<file path="src/rtl/ws2812_spi_pkg.sv">
// ws2812_spi_pkg: opcodes, sequencer states, header and status word layout for the SPI command path.
package ws2812_spi_pkg;
    localparam logic [3:0] OP_WRITE  = 4'h1;
    localparam logic [3:0] OP_READ   = 4'h2;
    localparam logic [3:0] OP_SHOW   = 4'h3;
    localparam logic [3:0] OP_STATUS = 4'h4;

    typedef enum logic [2:0] {
        S_IDLE,
        S_WR_DATA,
        S_RD_FETCH,
        S_RD_LOAD,
        S_RD_DATA,
        S_DISCARD
    } state_t;

    localparam int HDR_OP_HI   = 23;
    localparam int HDR_OP_LO   = 20;
    localparam int HDR_ADDR_HI = 19;
    localparam int HDR_ADDR_LO = 8;
    localparam int HDR_CNT_HI  = 7;
    localparam int HDR_CNT_LO  = 0;

    localparam logic [3:0] STAT_TAG = 4'hA;
    localparam int ST_TAG_HI  = 23;
    localparam int ST_TAG_LO  = 20;
    localparam int ST_OVF     = 19;
    localparam int ST_ADDR    = 18;
    localparam int ST_OP      = 17;
    localparam int ST_BUSY    = 16;
    localparam int ST_SHOW    = 15;
    localparam int ST_LEDS_HI = 11;

    function automatic logic [23:0] status_word(input logic ovf, input logic addr_e, input logic op_e,
                                                input logic busy, input logic show, input logic [11:0] leds);
        logic [23:0] w;
        w = '0;
        w[ST_TAG_HI:ST_TAG_LO] = STAT_TAG;
        w[ST_OVF] = ovf;
        w[ST_ADDR] = addr_e;
        w[ST_OP] = op_e;
        w[ST_BUSY] = busy;
        w[ST_SHOW] = show;
        w[ST_LEDS_HI:0] = leds;
        return w;
    endfunction
endpackage

</file>
<file path="src/rtl/spi_cmd_ctrl_if.sv">
// spi_cmd_ctrl_if: SPI word, pixel RAM and frame driver signals around the command sequencer.
interface spi_cmd_ctrl_if;
    logic        mosi_rx;
    logic [23:0] mosi_data;
    logic        miso_tx;
    logic [23:0] miso_data;
    logic        pix_we;
    logic        pix_re;
    logic [11:0] pix_addr;
    logic [23:0] pix_wdata;
    logic [23:0] pix_rdata;
    logic        drv_busy;
    logic        refresh_start;

    modport master (
        input  mosi_rx, mosi_data, pix_rdata, drv_busy,
        output miso_tx, miso_data, pix_we, pix_re, pix_addr, pix_wdata, refresh_start
    );

    modport slave (
        output mosi_rx, mosi_data, pix_rdata, drv_busy,
        input  miso_tx, miso_data, pix_we, pix_re, pix_addr, pix_wdata, refresh_start
    );
endinterface

</file>
<file path="src/rtl/spi_cmd_ctrl.sv">
// spi_cmd_ctrl: decodes SPI command words into pixel RAM accesses, status replies and refresh requests.
module spi_cmd_ctrl
    import ws2812_spi_pkg::*;
#(
    parameter int NUM_LEDS = 256,
    parameter int MIN_GAP  = 4
) (
    input logic            clk_sb,
    input logic            rst,
    spi_cmd_ctrl_if.master bus
);
    localparam int GW = $clog2(MIN_GAP + 1);
    localparam logic [GW-1:0] GAP  = GW'(MIN_GAP);
    localparam logic [12:0]   LEDS = 13'(NUM_LEDS);
    localparam logic [11:0]   LAST = 12'(NUM_LEDS - 1);

    state_t        state, state_n;
    logic [11:0]   cur, cur_n, cur_inc;
    logic [7:0]    rem, rem_n;
    logic [GW-1:0] since_rx;
    logic          err_ovf, err_addr, err_op, show_pending;
    logic [3:0]    op;
    logic [11:0]   addr;
    logic [7:0]    cnt;
    logic          ovf, acc, hdr, rw, bad_addr, last;
    logic          pix_we_n, pix_re_n, miso_tx_n, stat, show_set, fire, op_err, addr_err;
    logic [11:0]   pix_addr_n;
    logic [23:0]   pix_wdata_n, miso_data_n;

    assign op       = bus.mosi_data[HDR_OP_HI:HDR_OP_LO];
    assign addr     = bus.mosi_data[HDR_ADDR_HI:HDR_ADDR_LO];
    assign cnt      = bus.mosi_data[HDR_CNT_HI:HDR_CNT_LO];
    // A word arriving too soon or while a read is still in flight is dropped.
    assign ovf      = bus.mosi_rx && (since_rx < GAP || state == S_RD_FETCH || state == S_RD_LOAD);
    assign acc      = bus.mosi_rx && !ovf;
    assign hdr      = acc && state == S_IDLE;
    assign rw       = op == OP_WRITE || op == OP_READ;
    assign bad_addr = {1'b0, addr} >= LEDS;
    assign last     = rem == 8'd1;
    assign cur_inc  = cur == LAST ? 12'd0 : cur + 12'd1;

    always_ff @(posedge clk_sb or posedge rst)
        if (rst) state <= S_IDLE;
        else     state <= state_n;

    always_comb begin
        state_n = state;
        cur_n = cur;
        rem_n = rem;
        case (state)
            S_IDLE: if (hdr && rw && cnt != 8'd0) begin
                state_n = bad_addr ? S_DISCARD : op == OP_WRITE ? S_WR_DATA : S_RD_FETCH;
                cur_n = addr;
                rem_n = cnt;
            end
            S_WR_DATA: if (acc) begin
                cur_n = cur_inc;
                rem_n = rem - 8'd1;
                state_n = last ? S_IDLE : S_WR_DATA;
            end
            S_RD_FETCH: state_n = S_RD_LOAD;
            S_RD_LOAD:  state_n = S_RD_DATA;
            S_RD_DATA: if (acc) begin
                cur_n = last ? cur : cur_inc;
                rem_n = rem - 8'd1;
                state_n = last ? S_IDLE : S_RD_FETCH;
            end
            S_DISCARD: if (acc) begin
                rem_n = rem - 8'd1;
                state_n = last ? S_IDLE : S_DISCARD;
            end
            default: state_n = S_IDLE;
        endcase
    end

    always_comb begin
        pix_we_n    = state == S_WR_DATA && acc;
        pix_re_n    = state_n == S_RD_FETCH;
        pix_addr_n  = pix_we_n ? cur : pix_re_n ? cur_n : bus.pix_addr;
        pix_wdata_n = pix_we_n ? bus.mosi_data : bus.pix_wdata;
        stat        = hdr && op == OP_STATUS;
        miso_tx_n   = stat || state == S_RD_LOAD;
        miso_data_n = stat ? status_word(err_ovf, err_addr, err_op, bus.drv_busy, show_pending, LEDS[11:0])
                    : state == S_RD_LOAD ? bus.pix_rdata : bus.miso_data;
        show_set    = hdr && op == OP_SHOW;
        fire        = show_pending && !bus.drv_busy && !bus.refresh_start;
        op_err      = hdr && !(op inside {OP_WRITE, OP_READ, OP_SHOW, OP_STATUS});
        addr_err    = hdr && rw && bad_addr;
    end

    always_ff @(posedge clk_sb or posedge rst)
        if (rst) begin
            cur               <= '0;
            rem               <= '0;
            since_rx          <= GAP;
            err_ovf           <= 1'b0;
            err_addr          <= 1'b0;
            err_op            <= 1'b0;
            show_pending      <= 1'b0;
            bus.pix_we        <= 1'b0;
            bus.pix_re        <= 1'b0;
            bus.pix_addr      <= '0;
            bus.pix_wdata     <= '0;
            bus.miso_tx       <= 1'b0;
            bus.miso_data     <= '0;
            bus.refresh_start <= 1'b0;
        end else begin
            cur               <= cur_n;
            rem               <= rem_n;
            since_rx          <= bus.mosi_rx ? GW'(1) : since_rx == GAP ? GAP : since_rx + 1'b1;
            err_ovf           <= (err_ovf && !stat) || ovf;
            err_addr          <= (err_addr && !stat) || addr_err;
            err_op            <= (err_op && !stat) || op_err;
            // A SHOW landing on the cycle a frame starts is kept as a fresh request.
            show_pending      <= (show_pending && !fire) || show_set;
            bus.pix_we        <= pix_we_n;
            bus.pix_re        <= pix_re_n;
            bus.pix_addr      <= pix_addr_n;
            bus.pix_wdata     <= pix_wdata_n;
            bus.miso_tx       <= miso_tx_n;
            bus.miso_data     <= miso_data_n;
            bus.refresh_start <= fire;
        end
endmodule

</file>
<file path="src/flat_wrapper.sv">
// flat-port wrapper written by rule: the top's interface ports become plain ports
module spi_cmd_ctrl_flat import ws2812_spi_pkg::*;
#(
    parameter int NUM_LEDS = 256,
    parameter int MIN_GAP  = 4
)
  (clk_sb, rst, bus_mosi_rx, bus_mosi_data, bus_pix_rdata, bus_drv_busy, bus_miso_tx, bus_miso_data, bus_pix_we, bus_pix_re, bus_pix_addr, bus_pix_wdata, bus_refresh_start);
  spi_cmd_ctrl_if bus_i ();
  input logic clk_sb;
  input logic rst;
  input wire logic [$bits(bus_i.mosi_rx)-1:0] bus_mosi_rx;
  input wire logic [$bits(bus_i.mosi_data)-1:0] bus_mosi_data;
  input wire logic [$bits(bus_i.pix_rdata)-1:0] bus_pix_rdata;
  input wire logic [$bits(bus_i.drv_busy)-1:0] bus_drv_busy;
  output wire logic [$bits(bus_i.miso_tx)-1:0] bus_miso_tx;
  output wire logic [$bits(bus_i.miso_data)-1:0] bus_miso_data;
  output wire logic [$bits(bus_i.pix_we)-1:0] bus_pix_we;
  output wire logic [$bits(bus_i.pix_re)-1:0] bus_pix_re;
  output wire logic [$bits(bus_i.pix_addr)-1:0] bus_pix_addr;
  output wire logic [$bits(bus_i.pix_wdata)-1:0] bus_pix_wdata;
  output wire logic [$bits(bus_i.refresh_start)-1:0] bus_refresh_start;
  assign bus_i.mosi_rx = bus_mosi_rx;
  assign bus_i.mosi_data = bus_mosi_data;
  assign bus_i.pix_rdata = bus_pix_rdata;
  assign bus_i.drv_busy = bus_drv_busy;
  assign bus_miso_tx = bus_i.miso_tx;
  assign bus_miso_data = bus_i.miso_data;
  assign bus_pix_we = bus_i.pix_we;
  assign bus_pix_re = bus_i.pix_re;
  assign bus_pix_addr = bus_i.pix_addr;
  assign bus_pix_wdata = bus_i.pix_wdata;
  assign bus_refresh_start = bus_i.refresh_start;
  spi_cmd_ctrl #(.NUM_LEDS(NUM_LEDS), .MIN_GAP(MIN_GAP)) u_core (.clk_sb(clk_sb), .rst(rst), .bus(bus_i));
endmodule
</file>
<file path="config.mk">
export PLATFORM = sky130hd
export DESIGN_NAME = spi_cmd_ctrl_flat
export DESIGN_NICKNAME = d
export VERILOG_FILES = /design/src/rtl/ws2812_spi_pkg.sv /design/src/rtl/spi_cmd_ctrl_if.sv /design/src/rtl/spi_cmd_ctrl.sv /design/src/flat_wrapper.sv
export SDC_FILE = /design/constraint.sdc
export NUM_CORES = 1
export LEC_CHECK = 0
export CORE_MARGIN = 10
export CORE_UTILIZATION = 45
export CTS_BUF_LIST = sky130_fd_sc_hd__clkbuf_4 sky130_fd_sc_hd__clkbuf_8
export DETAILED_ROUTE_END_ITERATION = 16
export GPL_TIMING_DRIVEN = 0
export PLACE_DENSITY = 0.82
export SLEW_MARGIN = 0
export SYNTH_ARGS = -nofsm -noshare
export SYNTH_HDL_FRONTEND = slang
export SYNTH_SLANG_ARGS = --single-unit
</file>
<file path="constraint.sdc">
create_clock -name clk_sb -period 3.85 [get_ports clk_sb]
set_input_delay 0.9625 -clock clk_sb [delete_from_list [all_inputs] [get_ports clk_sb]]
set_output_delay 0.9625 -clock clk_sb [all_outputs]
set_load 0.005 [all_outputs]
</file>
==> impl_metrics.tcl, run 1 <==
set metrics [dict create \
    synth_nets 501 \
    cts-root-buf "clkbuf_8" \
    layout_commonest_cell "clkdlybuf4s50_1" \
    wl_met3_um 891 \
    initial_core_util 0.462 \
    leakage_nw 2.64 \
    startpoint_type "input pin" \
    cp_cell_sequence "clkdlybuf4s50_1 -> or4_1 -> nor2_4 -> nor3_2 -> o21ai_1 -> buf_2 -> a21oi_1 -> a221o_1" \
    antenna_found_initial 0 \
    dp_cells 692 \
    fmax_mhz 331 \
    post_cts_resized 0 \
    worst-path-buf-inv 2 \
    grt_max_degree 69 \
    instances_no_fill 708 \
    place_congestion 0.847 \
    critical_path_required_ns 4.10 \
    placed_cell_area_mm2 0.00583 \
    grt_pass1_vias 4007 \
    fin_util 0.619 \
    hold_buffers 0 \
    htree_levels 3 \
    period_share 0.785 \
    synthArstFlopShare 1.00 \
    hold_path_class "reg -> reg" \
    dp_hpwl_um 9610 \
    p_per_area_mw_per_mm2 660 \
    routed_wl_um 12600 \
    ys_seq_area_frac 0.524 \
    path_delay_family "simple AND/OR/NAND/NOR gates" \
    cts_tree "done" \
    min_period_ns 3.02 \
    via_per_inst 5.52 \
    slowest_delay_ns 0.62 \
    layout_common_cells "clkdlybuf4s50_1 (114), dfrtp_1 (93), nand2_1 (73), a21oi_1 (31), nor2_1 (25)" \
    routedWlPerCell_um 17.7 \
    status "finished clean" \
    cp_data_arrival_time_ns 3.27 \
    rows 36 \
    wl_met1_um 5690 \
    tightest_slew_ns 0.588 \
    synth_edf_count 0 \
    cap_violations 0 \
    die_h_um 120 \
    fin_worst_skew_ns 0.00816 \
    gr-total-overflow 0 \
    clk_latency_ns 0.36 \
    cts_setup_buffers 0 \
    synth_top_area_frac 0.518 \
    crit_slowest_cell "or4_1" \
    num_vias 3906 \
    syn_inst 444 \
    cts.sinks 94 \
    vdd_drop_max_mv 0.356 \
    setup_viol 0 \
    maxSlewViolCount 0 \
    rsz0062_at_grt "false" \
    core_area_mm2 0.00973 \
    total_power_mw 3.98 \
    drc 0 \
    cts_buffer_depth 2 \
    ys_types 63 \
    first_pass_iters 5 \
    antenna_left 0 \
    ys_top_cells_by_area "dfrtp_1 (52%), nand2_1 (6.1%), mux2_2 (6.0%), a21oi_1 (3.5%), a221o_1 (3.3%)" \
    drtIter0Drc 284 \
    portBuffers 114 \
    synth_area_leader_cell "dfrtp_1" \
    syn_area_per_cell_um2 10.1 \
    critPathKind "in -> reg" \
    grtUsageTotal 0.172 \
    crit_fanout 10 \
    io_pins 116 \
    final_nets 627 \
    synth-seq-cells 94 \
    wl_met2_um 5800 \
    grt_pass1_wl_um 20400 \
    design_area_mm2 0.00602 \
    relSlewSlack 0.608 \
    yosys_most_used_dff "dfrtp_1" \
    finalHoldViolCount 0 \
    antenna_cells 0 \
    endpoint_kind "flip-flop" \
    syn_to_final_growth_pct 34.1 \
    drive_gt1_frac 0.117 \
    die_area_mm2 0.0144 \
    path_clk_slew_ns 0.09 \
    ys_warn_count 0 \
    routed.top_layer "met4" \
    cts_buffers 9 \
    die_width_um 120 \
    syn_area_mm2 0.00449 \
]
[Yosys cell counts (all sizes together) (2+ instances only)]
| library cell | number |
|---|---|
| dfrtp | 93 |
| nand2 | 73 |
| a21oi | 33 |
| nor2 | 27 |
| mux2 | 24 |
| nand3 | 17 |
| o21ai | 17 |
| a221o | 15 |
| buf | 14 |
| inv | 13 |
| clkbuf | 11 |
| nor3 | 9 |
| nor2b | 7 |
| a21o | 6 |
| a22oi | 6 |
| nor4 | 6 |
| ha | 5 |
| nand4 | 5 |
| a31oi | 4 |
| and4 | 4 |
| or2 | 4 |
| or3 | 4 |
| or4 | 4 |
| a211o | 3 |
| nor3b | 3 |
| o22a | 3 |
| a211oi | 2 |
| a22o | 2 |
| a2bb2oi | 2 |
| a31o | 2 |
| and2 | 2 |
| and3 | 2 |
| nand3b | 2 |
| nor4b | 2 |
| xor2 | 2 |
[worst paths after layout]
check | startpoint | endpoint | slack (ns) | depth (start not counted)
worst max register to register | u_core.state[0] | u_core.cur[11] | 1.28 | 9
max in group asynchronous | rst | u_core.since_rx[2] | 2.24 | 3
worst max-delay path | bus_mosi_data[1] | u_core.bus.pix_addr[11] | 0.83 | 8
worst min-delay path | u_core.bus.refresh_start | u_core.bus.refresh_start | 0.47 | 1
worst min register to register | u_core.bus.refresh_start | u_core.bus.refresh_start | 0.47 | 1
min in group asynchronous | rst | u_core.bus.pix_addr[4] | 0.93 | 2
[routing by layer]
layer | global-route usage | up-vias
li1 | - | 1858
met1 | 0.219 | 1862
met2 | 0.276 | 172
met3 | 0.0445 | 14
met4 | 0.0626 | 0
met5 | 0 | -
[metrics by stage]
step	hold WS, ns	setup slack (ns)	setup TNS [ns]
after floorplan	0.445	0.440	0
after global placement	0.441	-0.950	-87.86
after detailed placement	0.466	0.459	0
after CTS	0.479	0.863	0
after global routing	0.504	0.783	0
final	0.471	0.829	0
[logic make-up (layout without fill, tap and decap cells)]
| group | Yosys count | in the layout | synth area share |
|---|---|---|---|
| flip-flops | 94 | 94 | 0.524 |
| multiplexers | 24 | 24 | 0.0602 |
| adder cells (fa/ha/maj) | 5 | 5 | 0.0139 |
| buffers and inverters | 38 | 169 | 0.0370 |
| XOR/XNOR | 3 | 3 | 0.00585 |
| AND/OR/NAND/NOR | 173 | 173 | 0.193 |
| AO/OA/AOI/OAI | 107 | 107 | 0.166 |
[sequential cells by signal, summed over array words and instances (netlist names), 3 cells and up]
| signal | flops |
|---|---|
| u_core.cur | 12 |
| u_core.bus.miso_data | 24 |
| u_core.rem | 8 |
| u_core.bus.pix_addr | 12 |
| u_core.since_rx | 3 |
| u_core.bus.pix_wdata | 24 |
| u_core.state | 3 |
[layout make-up]
cell class	count	area, um2
Timing Repair Buffer	115	1170
Tap cell	133	166
Sequential cell	94	2350
Clock buffer	10	131
Clock inverter	6	62.6
Buffer	25	118
Inverter	13	51.3
Multi-Input combinational cell	312	1970
Fill cell	831	3710
[worst reg2reg max path: cells and delay by family (launching register included)]
kind	cells	cell delay [ns]
flops	1	0.41
compound gates	2	0.26
buf+inv	3	0.71
simple gates	4	1.08
[where the power goes]
part	total, mW	internal, mW	switching [mW]
Clock	0.654	0.305	0.349
Combinational	1.68	0.951	0.728
Sequential	1.64	1.37	0.278
Note: power is estimated with default switching activity, not from simulation.
==> inputs of run 2 (changes only) <==
==> constraint.sdc (replaced) <==
create_clock -name clk_sb -period 2.87 [get_ports clk_sb]
set_input_delay 0.7175 -clock clk_sb [delete_from_list [all_inputs] [get_ports clk_sb]]
set_output_delay 0.7175 -clock clk_sb [all_outputs]
set_load 0.005 [all_outputs]
==> run 2 against run 1 <==
  * Global-route usage increased by 0.24 points
  * Critical path depth unchanged
  * Routed wire length decreased by 0.38%
  * Core utilization increased by 0.28 points
  * Design area increased by 0.46%
  * Non-clock buffer count increased by 1
  * Total power increased by 35%
  * Cell count increased by 0.14%
  * Register-to-register slack got worse by 0.86 ns
  * Clock skew increased by 0.0019 ns
  * Via count increased by 1.1%
  * Critical endpoint is now u_core.bus.pix_addr[1]
  * Largest cell class unchanged
==> impl_metrics.tcl, run 2 (synthesized netlist as in run 1, its figures left out) <==
set metrics [dict create \
    gr-total-overflow 0 \
    critical_path_required_ns 3.13 \
    r2r_cells 9 \
    relSlewSlack 0.591 \
    cts.sinks 94 \
    dp_hpwl_um 9540 \
    cp_data_arrival_time_ns 2.99 \
    routed_wl_um 12500 \
    portBuffers 114 \
    htree_levels 3 \
    reg_top3 "u_core.bus.miso_data x24, u_core.bus.pix_wdata x24" \
    grt_pass1_vias 3959 \
    grt_pass1_wl_um 20600 \
    finalHoldViolCount 0 \
    path_clk_slew_ns 0.09 \
    critPathKind "in -> reg" \
    clk_latency_ns 0.37 \
    die_h_um 120 \
    drc 0 \
    cts_tree "done" \
    first_pass_iters 5 \
    drtIter0Drc 186 \
    syn_to_final_growth_pct 34.7 \
    post_cts_resized 0 \
    maxSlewViolCount 0 \
    die_width_um 120 \
    fin_setup_tns_ns 0 \
    design_area_mm2 0.00605 \
    rsz0062_at_grt "false" \
    antenna_cells 0 \
    hold_path_class "reg -> reg" \
    cap_violations 0 \
    layout_commonest_cell "clkdlybuf4s50_1" \
    antenna_found_initial 0 \
    period_share 0.954 \
    layout_common_cells "clkdlybuf4s50_1 (114), dfrtp_1 (93), nand2_1 (73), a21oi_1 (31), nor2_1 (25)" \
    hold_depth 1 \
    placed_cell_area_mm2 0.00584 \
    grtUsageTotal 0.174 \
    initial_core_util 0.462 \
    rows 36 \
    min_period_ns 2.74 \
    antenna_left 0 \
    vdd_drop_max_mv 0.410 \
    cts_setup_buffers 0 \
    total_power_mw 5.35 \
    cts-root-buf "clkbuf_8" \
    whs_ns 0.458 \
    drive_gt1_frac 0.118 \
    grt_max_degree 42 \
    endpoint_kind "flip-flop" \
    fmax_mhz 365 \
    setup_viol 0 \
    cts_buffer_depth 2 \
    routedWlPerCell_um 17.6 \
    crit_fanout 10 \
    place_congestion 0.848 \
    core_area_mm2 0.00973 \
    die_area_mm2 0.0144 \
    leakage_nw 2.65 \
    num_vias 3949 \
    n_fill_cell 831 \
    startpoint_type "input pin" \
    fin_worst_skew_ns 0.0101 \
    hold_buffers 0 \
    io_pins 116 \
    p_per_area_mw_per_mm2 884 \
    cts_buffers 9 \
    status "finished clean" \
    fin_util 0.622 \
    tightest_slew_ns 0.613 \
    final_nets 628 \
    via_per_inst 5.57 \
]
==> run 2: cell count changes in the layout (fill, tap and decap cells not counted) <==
cell,change
buf_12,+2
buf_16,-1
clkbuf_4,-1
clkbuf_8,+1
clkinv_2,-2
clkinv_4,+1
clkinvlp_4,+1
inv_4,-1
inv_6,+1
==> run 2: layer usage <==
| metal | vias to the layer above | track usage | routed length (um) |
|---|---|---|---|
| met3 | 21 | 0.0427 | 920 |
| met4 | 0 | 0.0701 | 224 |
| met1 | 1909 | 0.226 | 5570 |
| met2 | 166 | 0.275 | 5790 |
| li1 | 1853 | - | - |
| met5 | - | 0 | 0 |
==> run 2: final cells by class <==
type	count	area, um2	area share
Clock inverter	6	70.1	0.0116
Buffer	25	118	0.0194
Sequential cell	94	2350	0.389
Inverter	13	52.6	0.00868
Timing Repair Buffer	116	1180	0.195
Tap cell	133	166	0.0275
Multi-Input combinational cell	312	1970	0.326
Clock buffer	10	138	0.0227
==> run 2: path summary, 6_finish.rpt <==
check	from	to	slack [ns]
setup / recovery	bus_mosi_data[5]	u_core.bus.pix_addr[1]	0.13
hold / removal	u_core.bus.refresh_start	u_core.bus.refresh_start	0.46
setup reg to reg	u_core.state[0]	u_core.cur[3]	0.42
hold reg to reg	u_core.bus.refresh_start	u_core.bus.refresh_start	0.46
max in group asynchronous	rst	u_core.since_rx[2]	1.34
min in group asynchronous	rst	u_core.bus.miso_data[4]	0.70
==> run 2: per-stage QoR <==
step / std cells / setup WS (ns)
6_report: 709 / 0.133
5_1_grt: 709 / 0.0144
4_1_cts: 709 / 0.157
3_5_place_dp: 693 / -0.251
3_3_place_gp: 691 / -0.209
2_1_floorplan: 444 / 0.536
==> run 2: worst max-delay path, stage by stage <==
cell and delay, ns:
clkdlybuf4s50_1 0.47, or4_4 0.58, nor2_4 0.18, nor3_2 0.07, o21ai_1 0.30, buf_2 0.31
nor2b_1 0.09, a221o_1 0.27
==> run 2: report_power, final <==
group          total (mW)  internal, mW  switching (mW)
clock network       0.909         0.430           0.478
logic                2.24          1.28           0.961
registers            2.20          1.83           0.371
total                5.35          3.54            1.81
==> inputs of run 3 (changes only) <==
--- a/config.mk
+++ b/config.mk
@@ -11,7 +11,6 @@
 export DETAILED_ROUTE_END_ITERATION = 16
 export GPL_TIMING_DRIVEN = 0
 export PLACE_DENSITY = 0.82
-export SLEW_MARGIN = 0
 export SYNTH_ARGS = -nofsm -noshare
 export SYNTH_HDL_FRONTEND = slang
 export SYNTH_SLANG_ARGS = --single-unit
==> results of run 3 <==
Final layout, timing and power as in run 2 (identical DEF).
